$ cat config.mk
export PLATFORM = sky130hd
export DESIGN_NAME = vuart_dev_streamer_flat
export DESIGN_NICKNAME = d
export VERILOG_FILES = /design/src/rtl/vuart_dev_streamer_pkg.sv /design/src/rtl/vuart_dev_streamer_if.sv /design/src/rtl/vuart_dev_streamer.sv /design/src/flat_wrapper.sv
export SDC_FILE = /design/constraint.sdc
export NUM_CORES = 1
export LEC_CHECK = 0
export BUFFER_PORTS_ARGS = -buffer_cell sky130_fd_sc_hd__clkbuf_2
export CAP_MARGIN = 30
export CELL_PAD_IN_SITES_DETAIL_PLACEMENT = 1
export CELL_PAD_IN_SITES_GLOBAL_PLACEMENT = 1
export CORE_MARGIN = 1.5
export CORE_UTILIZATION = 29
export DETAILED_ROUTE_END_ITERATION = 10
export HOLD_SLACK_MARGIN = 0.15
export PLACE_DENSITY = 0.77
export REMOVE_ABC_BUFFERS = 1
export SLEW_MARGIN = 20
export SYNTH_ARGS = -nofsm -noshare
export SYNTH_HDL_FRONTEND = slang
export SYNTH_SLANG_ARGS = --single-unit
$ cat constraint.sdc
create_clock -name clk -period 1.73 [get_ports clk]
set_clock_uncertainty 0.2 [all_clocks]
set_input_delay 0.2595 -clock clk [delete_from_list [all_inputs] [get_ports clk]]
set_output_delay 0.2595 -clock clk [all_outputs]
set_load 0.01 [all_outputs]
$ cat src/rtl/vuart_dev_streamer_pkg.sv
// Shared register map of the virtual UART device port and the streamer's FSM encoding.
package vuart_dev_streamer_pkg;

  localparam logic [15:0] VUART_ADDR_STAT    = 16'h0000;
  localparam logic [15:0] VUART_ADDR_FIFO    = 16'h0008;
  localparam int unsigned VUART_BIT_RXVLD    = 0;
  localparam int unsigned VUART_BIT_TXRDY    = 1;
  localparam int unsigned VUART_BIT_HOSTCONN = 2;
  localparam int unsigned VUART_POLL_GAP     = 4;

  typedef enum logic [2:0] {
    ST_IDLE,
    ST_STAT_S,
    ST_STAT_A,
    ST_WR_S,
    ST_WR_A,
    ST_RD_S,
    ST_RD_A
  } state_t;

  function automatic logic [31:0] fifo_word(input logic [7:0] b);
    return {24'h0, b};
  endfunction

endpackage

$ cat src/rtl/vuart_dev_streamer_if.sv
// APB bus between the streamer (master) and the virtual UART device port (slave).
interface vuart_dev_streamer_if;
  logic        psel;
  logic        penable;
  logic        pwrite;
  logic [15:0] paddr;
  logic [31:0] pwdata;
  logic [31:0] prdata;
  logic        pready;
  logic        pslverr;

  modport master (
    output psel, penable, pwrite, paddr, pwdata,
    input  prdata, pready, pslverr
  );

  modport slave (
    input  psel, penable, pwrite, paddr, pwdata,
    output prdata, pready, pslverr
  );
endinterface

$ cat src/rtl/vuart_dev_streamer.sv
// APB master that polls the virtual UART STAT register and moves bytes between
// one-entry TX/RX buffers on the client side and the device FIFO register.
module vuart_dev_streamer
  import vuart_dev_streamer_pkg::*;
#(
  parameter logic [15:0] ADDR_STAT    = VUART_ADDR_STAT,
  parameter logic [15:0] ADDR_FIFO    = VUART_ADDR_FIFO,
  parameter int unsigned BIT_RXVLD    = VUART_BIT_RXVLD,
  parameter int unsigned BIT_TXRDY    = VUART_BIT_TXRDY,
  parameter int unsigned BIT_HOSTCONN = VUART_BIT_HOSTCONN,
  parameter int unsigned POLL_GAP     = VUART_POLL_GAP
) (
  input  logic                 clk,
  input  logic                 rst_n,
  input  logic                 tx_valid,
  output logic                 tx_ready,
  input  logic [7:0]           tx_data,
  output logic                 rx_valid,
  input  logic                 rx_ready,
  output logic [7:0]           rx_data,
  output logic                 hostconn,
  output logic                 err,
  vuart_dev_streamer_if.master apb
);

  localparam int unsigned GAP_W = $clog2(POLL_GAP + 1);

  state_t             state, state_nx;
  logic [GAP_W-1:0]   gap, gap_nx;
  logic               turn, turn_nx;
  logic               last_tx, last_tx_nx;

  logic               tx_full;
  logic [7:0]         tx_byte;
  logic [15:0]        paddr_q;
  logic               pwrite_q;
  logic [31:0]        pwdata_q;

  logic               sel, en;
  logic               load_stat, load_wr, load_rd;
  logic               hc_cap, tx_clr, rx_load, err_nx;
  logic               do_tx, do_rx;
  logic               unused_prdata;

  assign tx_ready    = !tx_full;
  assign apb.psel    = sel;
  assign apb.penable = en;
  assign apb.paddr   = paddr_q;
  assign apb.pwrite  = pwrite_q;
  assign apb.pwdata  = pwdata_q;

  assign do_tx         = apb.prdata[BIT_TXRDY] && tx_full;
  assign do_rx         = apb.prdata[BIT_RXVLD] && !rx_valid;
  assign unused_prdata = ^apb.prdata[31:8];

  // turn holds psel low for one cycle in a SETUP state that directly follows
  // a completion, so transfers are never back-to-back.
  always_comb begin
    state_nx   = state;
    gap_nx     = gap;
    turn_nx    = turn;
    last_tx_nx = last_tx;
    sel        = 1'b0;
    en         = 1'b0;
    load_stat  = 1'b0;
    load_wr    = 1'b0;
    load_rd    = 1'b0;
    hc_cap     = 1'b0;
    tx_clr     = 1'b0;
    rx_load    = 1'b0;
    err_nx     = 1'b0;
    case (state)
      ST_IDLE: begin
        if (gap == '0 && (tx_full || !rx_valid)) begin
          state_nx  = ST_STAT_S;
          load_stat = 1'b1;
        end else if (gap != '0) begin
          gap_nx = gap - 1'b1;
        end
      end
      ST_STAT_S, ST_WR_S, ST_RD_S: begin
        if (turn) begin
          turn_nx = 1'b0;
        end else begin
          sel = 1'b1;
          case (state)
            ST_STAT_S: state_nx = ST_STAT_A;
            ST_WR_S:   state_nx = ST_WR_A;
            default:   state_nx = ST_RD_A;
          endcase
        end
      end
      ST_STAT_A, ST_WR_A, ST_RD_A: begin
        sel = 1'b1;
        en  = 1'b1;
        if (apb.pready) begin
          if (apb.pslverr) begin
            err_nx   = 1'b1;
            state_nx = ST_IDLE;
            gap_nx   = GAP_W'(POLL_GAP);
          end else if (state == ST_STAT_A) begin
            hc_cap = 1'b1;
            if (do_tx && (!do_rx || !last_tx)) begin
              state_nx = ST_WR_S;
              load_wr  = 1'b1;
              turn_nx  = 1'b1;
            end else if (do_rx) begin
              state_nx = ST_RD_S;
              load_rd  = 1'b1;
              turn_nx  = 1'b1;
            end else begin
              state_nx = ST_IDLE;
              gap_nx   = GAP_W'(POLL_GAP);
            end
          end else begin
            tx_clr     = (state == ST_WR_A);
            rx_load    = (state == ST_RD_A);
            last_tx_nx = (state == ST_WR_A);
            state_nx   = ST_STAT_S;
            load_stat  = 1'b1;
            turn_nx    = 1'b1;
          end
        end
      end
      default: state_nx = ST_IDLE;
    endcase
  end

  always_ff @(posedge clk or negedge rst_n) begin
    if (!rst_n) begin
      state   <= ST_IDLE;
      gap     <= '0;
      turn    <= 1'b0;
      last_tx <= 1'b0;
    end else begin
      state   <= state_nx;
      gap     <= gap_nx;
      turn    <= turn_nx;
      last_tx <= last_tx_nx;
    end
  end

  // Client buffers, status capture and APB address/data, held from SETUP to completion
  always_ff @(posedge clk or negedge rst_n) begin
    if (!rst_n) begin
      tx_full  <= 1'b0;
      tx_byte  <= '0;
      rx_valid <= 1'b0;
      rx_data  <= '0;
      hostconn <= 1'b0;
      err      <= 1'b0;
      paddr_q  <= '0;
      pwrite_q <= 1'b0;
      pwdata_q <= '0;
    end else begin
      err <= err_nx;
      if (hc_cap) hostconn <= apb.prdata[BIT_HOSTCONN];
      if (tx_clr) begin
        tx_full <= 1'b0;
      end else if (tx_valid && !tx_full) begin
        tx_full <= 1'b1;
        tx_byte <= tx_data;
      end
      if (rx_load) begin
        rx_valid <= 1'b1;
        rx_data  <= apb.prdata[7:0];
      end else if (rx_valid && rx_ready) begin
        rx_valid <= 1'b0;
      end
      if (load_stat) begin
        paddr_q  <= ADDR_STAT;
        pwrite_q <= 1'b0;
      end
      if (load_wr) begin
        paddr_q  <= ADDR_FIFO;
        pwrite_q <= 1'b1;
        pwdata_q <= fifo_word(tx_byte);
      end
      if (load_rd) begin
        paddr_q  <= ADDR_FIFO;
        pwrite_q <= 1'b0;
      end
    end
  end

endmodule

$ cat src/flat_wrapper.sv
// flat-port wrapper written by rule: the top's interface ports become plain ports
module vuart_dev_streamer_flat import vuart_dev_streamer_pkg::*;
#(
  parameter logic [15:0] ADDR_STAT    = VUART_ADDR_STAT,
  parameter logic [15:0] ADDR_FIFO    = VUART_ADDR_FIFO,
  parameter int unsigned BIT_RXVLD    = VUART_BIT_RXVLD,
  parameter int unsigned BIT_TXRDY    = VUART_BIT_TXRDY,
  parameter int unsigned BIT_HOSTCONN = VUART_BIT_HOSTCONN,
  parameter int unsigned POLL_GAP     = VUART_POLL_GAP
)
  (clk, rst_n, tx_valid, tx_ready, tx_data, rx_valid, rx_ready, rx_data, hostconn, err, apb_psel, apb_penable, apb_pwrite, apb_paddr, apb_pwdata, apb_prdata, apb_pready, apb_pslverr);
  vuart_dev_streamer_if apb_i ();
  input  logic clk;
  input  logic rst_n;
  input  logic tx_valid;
  output logic tx_ready;
  input  logic [7:0] tx_data;
  output logic rx_valid;
  input  logic rx_ready;
  output logic [7:0] rx_data;
  output logic hostconn;
  output logic err;
  output wire logic [$bits(apb_i.psel)-1:0] apb_psel;
  output wire logic [$bits(apb_i.penable)-1:0] apb_penable;
  output wire logic [$bits(apb_i.pwrite)-1:0] apb_pwrite;
  output wire logic [$bits(apb_i.paddr)-1:0] apb_paddr;
  output wire logic [$bits(apb_i.pwdata)-1:0] apb_pwdata;
  input wire logic [$bits(apb_i.prdata)-1:0] apb_prdata;
  input wire logic [$bits(apb_i.pready)-1:0] apb_pready;
  input wire logic [$bits(apb_i.pslverr)-1:0] apb_pslverr;
  assign apb_psel = apb_i.psel;
  assign apb_penable = apb_i.penable;
  assign apb_pwrite = apb_i.pwrite;
  assign apb_paddr = apb_i.paddr;
  assign apb_pwdata = apb_i.pwdata;
  assign apb_i.prdata = apb_prdata;
  assign apb_i.pready = apb_pready;
  assign apb_i.pslverr = apb_pslverr;
  vuart_dev_streamer #(.ADDR_STAT(ADDR_STAT), .ADDR_FIFO(ADDR_FIFO), .BIT_RXVLD(BIT_RXVLD), .BIT_TXRDY(BIT_TXRDY), .BIT_HOSTCONN(BIT_HOSTCONN), .POLL_GAP(POLL_GAP)) u_core (.clk(clk), .rst_n(rst_n), .tx_valid(tx_valid), .tx_ready(tx_ready), .tx_data(tx_data), .rx_valid(rx_valid), .rx_ready(rx_ready), .rx_data(rx_data), .hostconn(hostconn), .err(err), .apb(apb_i));
endmodule
# Word level (Yosys, flattened, before mapping)
# Cells that the tools add are included.
[totals]
inputBits = 46
reg_bits = 53
rom_bits = 0
out_inout_bits = 63
ramBits = 0
latch_bits = 0
memories = 0
[op_classes]
reduce_logical = 27
n_eq_ne = 16
n_lt_le_gt_ge = 0
shift = 0
add_sub_neg = 1
n_mux = 67
div = 0
n_bitwise = 3
n_mul = 0
[ops]
columns = ["operator", "n"]
rows = [
  ["$mux 16", 3],
  ["$mux 1", 44],
  ["$mux 3", 14],
  ["$pmux 3 s2", 2],
  ["$eq 3x3->1 const B", 3],
  ["$pmux 3 s3", 1],
  ["$ne 2x2->1 const B", 4],
  ["$reduce_and 4->1", 2],
  ["$reduce_bool 2->1", 4],
  ["$reduce_and 7->1", 1],
  ["$eq 3x2->1 const B", 2],
  ["$logic_and 1x1->1", 6],
  ["$logic_not 3->1", 2],
  ["$ne 3x3->1 const B", 2],
  ["$pmux 1 s2", 3],
  ["$reduce_bool 3->1", 2],
  ["$reduce_or 3->1", 2],
  ["$logic_not 1->1", 4],
  ["$ne 2x1->1 const B", 2],
  ["$ne 4x3->1 const B", 1],
  ["$eq 3x1->1 const B", 1],
  ["$ne 3x2->1 const B", 1],
  ["$not 1->1", 3],
  ["$reduce_and 3->1", 1],
  ["3 further kinds", 4],
]

# Depth between registers and ports, before layout
[logic_depth]
word_depth = 12
ltp_mapped = 7
mapped_depth_nobuf = 7

# Worst setup path before layout
# Ideal clock, no wire load.
[synth_path]
path_type = "register -> register"
startpoint = "register u_core.gap[0]"
endpoint = "register u_core.gap[1]"
t_arrival_ns = 1.562
path_stages_with_launch = 6
setup_time_ns = 0.125
slack_ns = -0.157
path_cell_list = "dfrtp_1 -> inv_1 -> ha_1 -> nor4b_2 -> or4_4 -> mux2_4"
[synth_via]
elab_chain_cells = 4
[synth_lines]
columns = ["item", "line_no", "rtl"]
rows = [
  ["start, declared", "vuart_dev_streamer.sv:29", "logic [GAP_W-1:0] gap, gap_nx;"],
  ["start signal, assigned", "vuart_dev_streamer.sv:137", "gap <= gap_nx;"],
  ["$sub 3x1->3 / $logic_not 3->1 (equally long branches)", "vuart_dev_streamer.sv:78, vuart_dev_streamer.sv:74", ""],
  ["$mux 3 / $logic_and 1x1->1 (equally long branches)", "vuart_dev_streamer.sv:77, vuart_dev_streamer.sv:74", ""],
  ["$mux 3 / $ne 2x2->1 (equally long branches)", "-", ""],
  ["$pmux 3 s2 / $reduce_and 7->1 (equally long branches)", "-", ""],
]
# Parallel ways exist; a longest one is shown, timed or not. The select of a mux whose other input is x is not followed.
# A chain may end at the register's enable or synchronous reset.

# Worst setup path after layout
[layout_path]
startpoint = "register u_core.state[1]"
endpoint = "register u_core.gap[1]"
[layout_via]
elab_chain_cells = 4
[layout_lines]
columns = ["item", "line_no", "rtl"]
rows = [
  ["start, declared", "vuart_dev_streamer.sv:28", "state_t state, state_nx;"],
  ["start signal, assigned", "vuart_dev_streamer.sv:136", "state <= state_nx;"],
  ["$eq 3x3->1 / $eq 3x2->1 (equally long branches)", "vuart_dev_streamer.sv:72, vuart_dev_streamer.sv:101", ""],
  ["$reduce_or 3->1", "vuart_dev_streamer.sv:72", "case (state)"],
  ["$ne 3x3->1 (no source line), or another cell as far along", "-", ""],
  ["$reduce_and 7->1 (no source line)", "-", ""],
]
# Parallel ways exist; a longest one is shown, timed or not.

==> impl_metrics.csv <==
group,metric,value,unit
run_status,status,"finished, violations left",
run_status,violations,"negative setup slack",
grt,grt_pass1_wl,8.19,mm
floorplanning,start_util,0.297,
sta,worst_slew_pin_slew,501,ps
floorplanning,die-area,7390,sq um
yosys,synth_mux_area_frac,0.154,
cells_and_area,nNetsFinal,337,
yosys,synthArstFlopShare,1.00,
yosys,synth.top_cell.area_share,0.476,
setup_path,worstSetupStartpoint,"u_core.state[1]",
cells_and_area,fillers,762,
cts,root_buffer,"clkbuf_8",
sta,hold_viol,0,
yosys,synth-edff-count,0,
sta,rsz0062_at_grt,"true",
cts,insertion_delay,290,ps
floorplanning,io_pins,109,
cells_and_area,diodes,0,
pwr,leakage,1.53,nW
yosys,synth_compound_area_frac,0.0996,
setup_path,r2r_cells,5,
pwr,intPower,2.93,mW
cts,clk_pin_slew,80,ps
yosys,yosysMostFrequentCell,"buf_4",
setup_path,arrival,1910,ps
sta,final.setup.worst_slack,-198,ps
cts,cts_sinks,38,
setup_path,crit_slowest_cell,"or4_4",
yosys,synthAdderAreaFrac,0.0125,
grt,grt_antenna_before_repair,0,
yosys,synth_top_family_by_area,"buffers and inverters",
pwr,swShare,0.355,
setup_path,crit_buf_inv,1,
setup_path,crit_type,"reg2reg",
drt,wl_per_cell,14.4,um
floorplanning,rows,30,
sta,min_period,1930,ps
cts,cts_buffer_depth,2,
pwr,power_switching,1.61,mW
run,drv_cap,0,
sta,finalSetupViolCount,26,
cts,numCtsBuffers,5,
placed_design,hpwl,3.40,mm
setup_path,crit_path_cell_trace,"buf_6 > nor2_1 > nor2_1 > or4_4 > mux2_4",
setup_path,cp.required,1710,ps
yosys,synth_area_leader_cell,"dfrtp_1",
setup_path,r2r-end,"u_core.gap[1]",
yosys,synth-seq-cells,38,
cts,cts_tree,"done",
yosys,yosys.area_share.simple,0.0865,
sta,slew_headroom,0.666,
cells_and_area,layout-drive-gt1-share,0.524,
yosys,syn_area,2000,sq um
pwr,power-per-cell-area,1520,nW/um^2
setup_path,r2r_slack,-200,ps
yosys,syn_area_per_cell,11.2,sq um
setup_path,cp-end-kind,"flop",
yosys,ys_top_cells_by_count,"buf_4, dfrtp_1, mux2_2, a21oi_1, o21ai_0",
setup_path,critPathTopFamily,"simple AND/OR/NAND/NOR gates",
pwr,ir_drop,0.627,mV
grt,grt_max_degree,39,
floorplanning,dieWidth,86.0,um
yosys,synth-xor-area-share,0,
yosys,synth.area.top_cells,"dfrtp_1, buf_4, mux2_2, a21oi_1, o21ai_0",
yosys,synth_ff_type,"dfrtp_1",
pwr,p_total,4.54,mW
pwr,clockPowerShare,0.149,
grt,track_usage,0.142,
drt,routed_wl,5.31,mm
drt,drt-vias-per-instance,4.38,
placed_design,globalplace.congestion,0.765,
yosys,yosysUniqueCellTypes,38,
setup_path,r2r-start,"u_core.state[1]",
placed_design,portBuffers,45,
min_path,hold_class,"in2reg",
sta,final_max_slew_viol_count,0,
floorplanning,design.core.area,6720,sq um
drt,drt_iter0_drc,41,
drt,ant_nets,0,
setup_path,crit_end,"u_core.gap[1]",
yosys,synth_seq_area_share,0.476,
cells_and_area,instances_no_fill,370,
drt,vias,1620,
placed_design,dpl.cell_count,327,
setup_path,cpPeakStageDelay,540,ps
setup_path,cp-start-kind,"flop",
yosys,synth_cells,178,
cts,htreeDepth,2,
sta,max_freq,519,MHz
pwr,comb_power_share,0.514,
setup_path,cp_common_cell,"nor2_1",
drt,drt_first_pass_iters,4,
cells_and_area,synthToLayoutAreaGrowth,49.6,%
setup_path,worstPathMaxFanout,3,
yosys,ys_warn_count,0,
grt,grt.overflow.total,0,
sta,post-route-period-util,1.11,
drt,drc,0,
setup_path,worst-path-stages,5,
pwr,p_seq_frac,0.337,
grt,grt_pass1_vias,1721,
floorplanning,die_h,86.0,um
-- cells by family after synthesis --
family / Yosys count
fa+ha+maj: 2
flops: 38
mux: 27
buf+inv: 50
compound gates: 31
other cells: 1
simple gates: 29
-- metal layers --
layer  track usage  vias up  wire (um)
met5             0        -          0
met4        0.0323        0         18
met3        0.0346        2        222
met2         0.261       52       2860
met1         0.166      813       2220
li1              -      753          -
-- layout by cell type, fill, tap and decap left out, drive strengths merged, types with 7 or more instances in the layout --
cell,count
dlygate4sd3,19
conb,39
buf,44
mux2,26
dfrtp,38
a21oi,11
inv,9
clkbuf,51
o21ai,9
nor2,7
-- flip-flops by register name (all words and copies together), names as in the netlist --
signal	cells
u_core.gap	3
u_core.turn	1
u_core.apb.pwdata	8
u_core.hostconn	1
u_core.rx_data	8
u_core.tx_full	1
u_core.tx_byte	8
u_core.last_tx	1
u_core.apb.pwrite	1
u_core.state	3
u_core.rx_valid	1
u_core.err	1
u_core.apb.paddr	1
-- worst min-delay path by stage --
stage	end	slack, ps	cells past startpoint	start
after floorplan	u_core.apb.paddr[3]	-240	0	rst_n
after global placement	u_core.gap[0]	160	2	rst_n
after detailed placement	u_core.gap[0]	160	2	rst_n
after CTS	u_core.err	210	3	apb_pslverr
after global routing	u_core.err	240	3	apb_pslverr
final	u_core.err	240	3	apb_pready
-- final cells by class --
cell class / count / area (sq um) / area share
sequential: 38 / 953 / 0.319
clock inverter: 2 / 16.3 / 0.00544
multi-input combinational: 128 / 990 / 0.331
clock buffer: 6 / 82.6 / 0.0276
inverter: 8 / 30.0 / 0.0101
timing repair buffer: 108 / 816 / 0.273
tap: 80 / 100 / 0.0335
-- power by group through the flow --
stage / clock network [mW] / registers (mW) / logic, mW
2_1_floorplan: 0 / 1.62 / 0.815
3_3_place_gp: 0 / 1.50 / 1.64
3_5_place_dp: 0 / 1.52 / 1.72
4_1_cts: 0.708 / 1.52 / 2.18
5_1_grt: 0.733 / 1.59 / 2.52
6_report: 0.678 / 1.53 / 2.34
-- worst min-delay path, cell delays in order --
cell,delay (ps)
clkbuf_2,130
buf_4,150
and3_1,160
-- timing repair --
item | in CTS | in global routing
hold buffers | 19 | 0
pin swaps | 8 | 3
setup buffers | 10 | 6
endpoints found under the hold margin | 57 | 0
resized for setup | 40 | 14
endpoints found under the setup margin | 34 | 33
cloned | 0 | 1
-- per-stage QoR --
step           setup slack, ps  hold slack (ps)   util  setup TNS [ps]  cell area, sq um
2_1_floorplan             -260             -236      -           -4270              1830
3_3_place_gp              -224              155  0.354           -3170              2380
3_5_place_dp              -317              161  0.354           -4460              2380
4_1_cts                   -149              215  0.428           -1890              2880
5_1_grt                   -244              235  0.445           -3780              2990
6_report                  -198              244  0.445           -2510              2990
(Power assumes the default switching activity.)
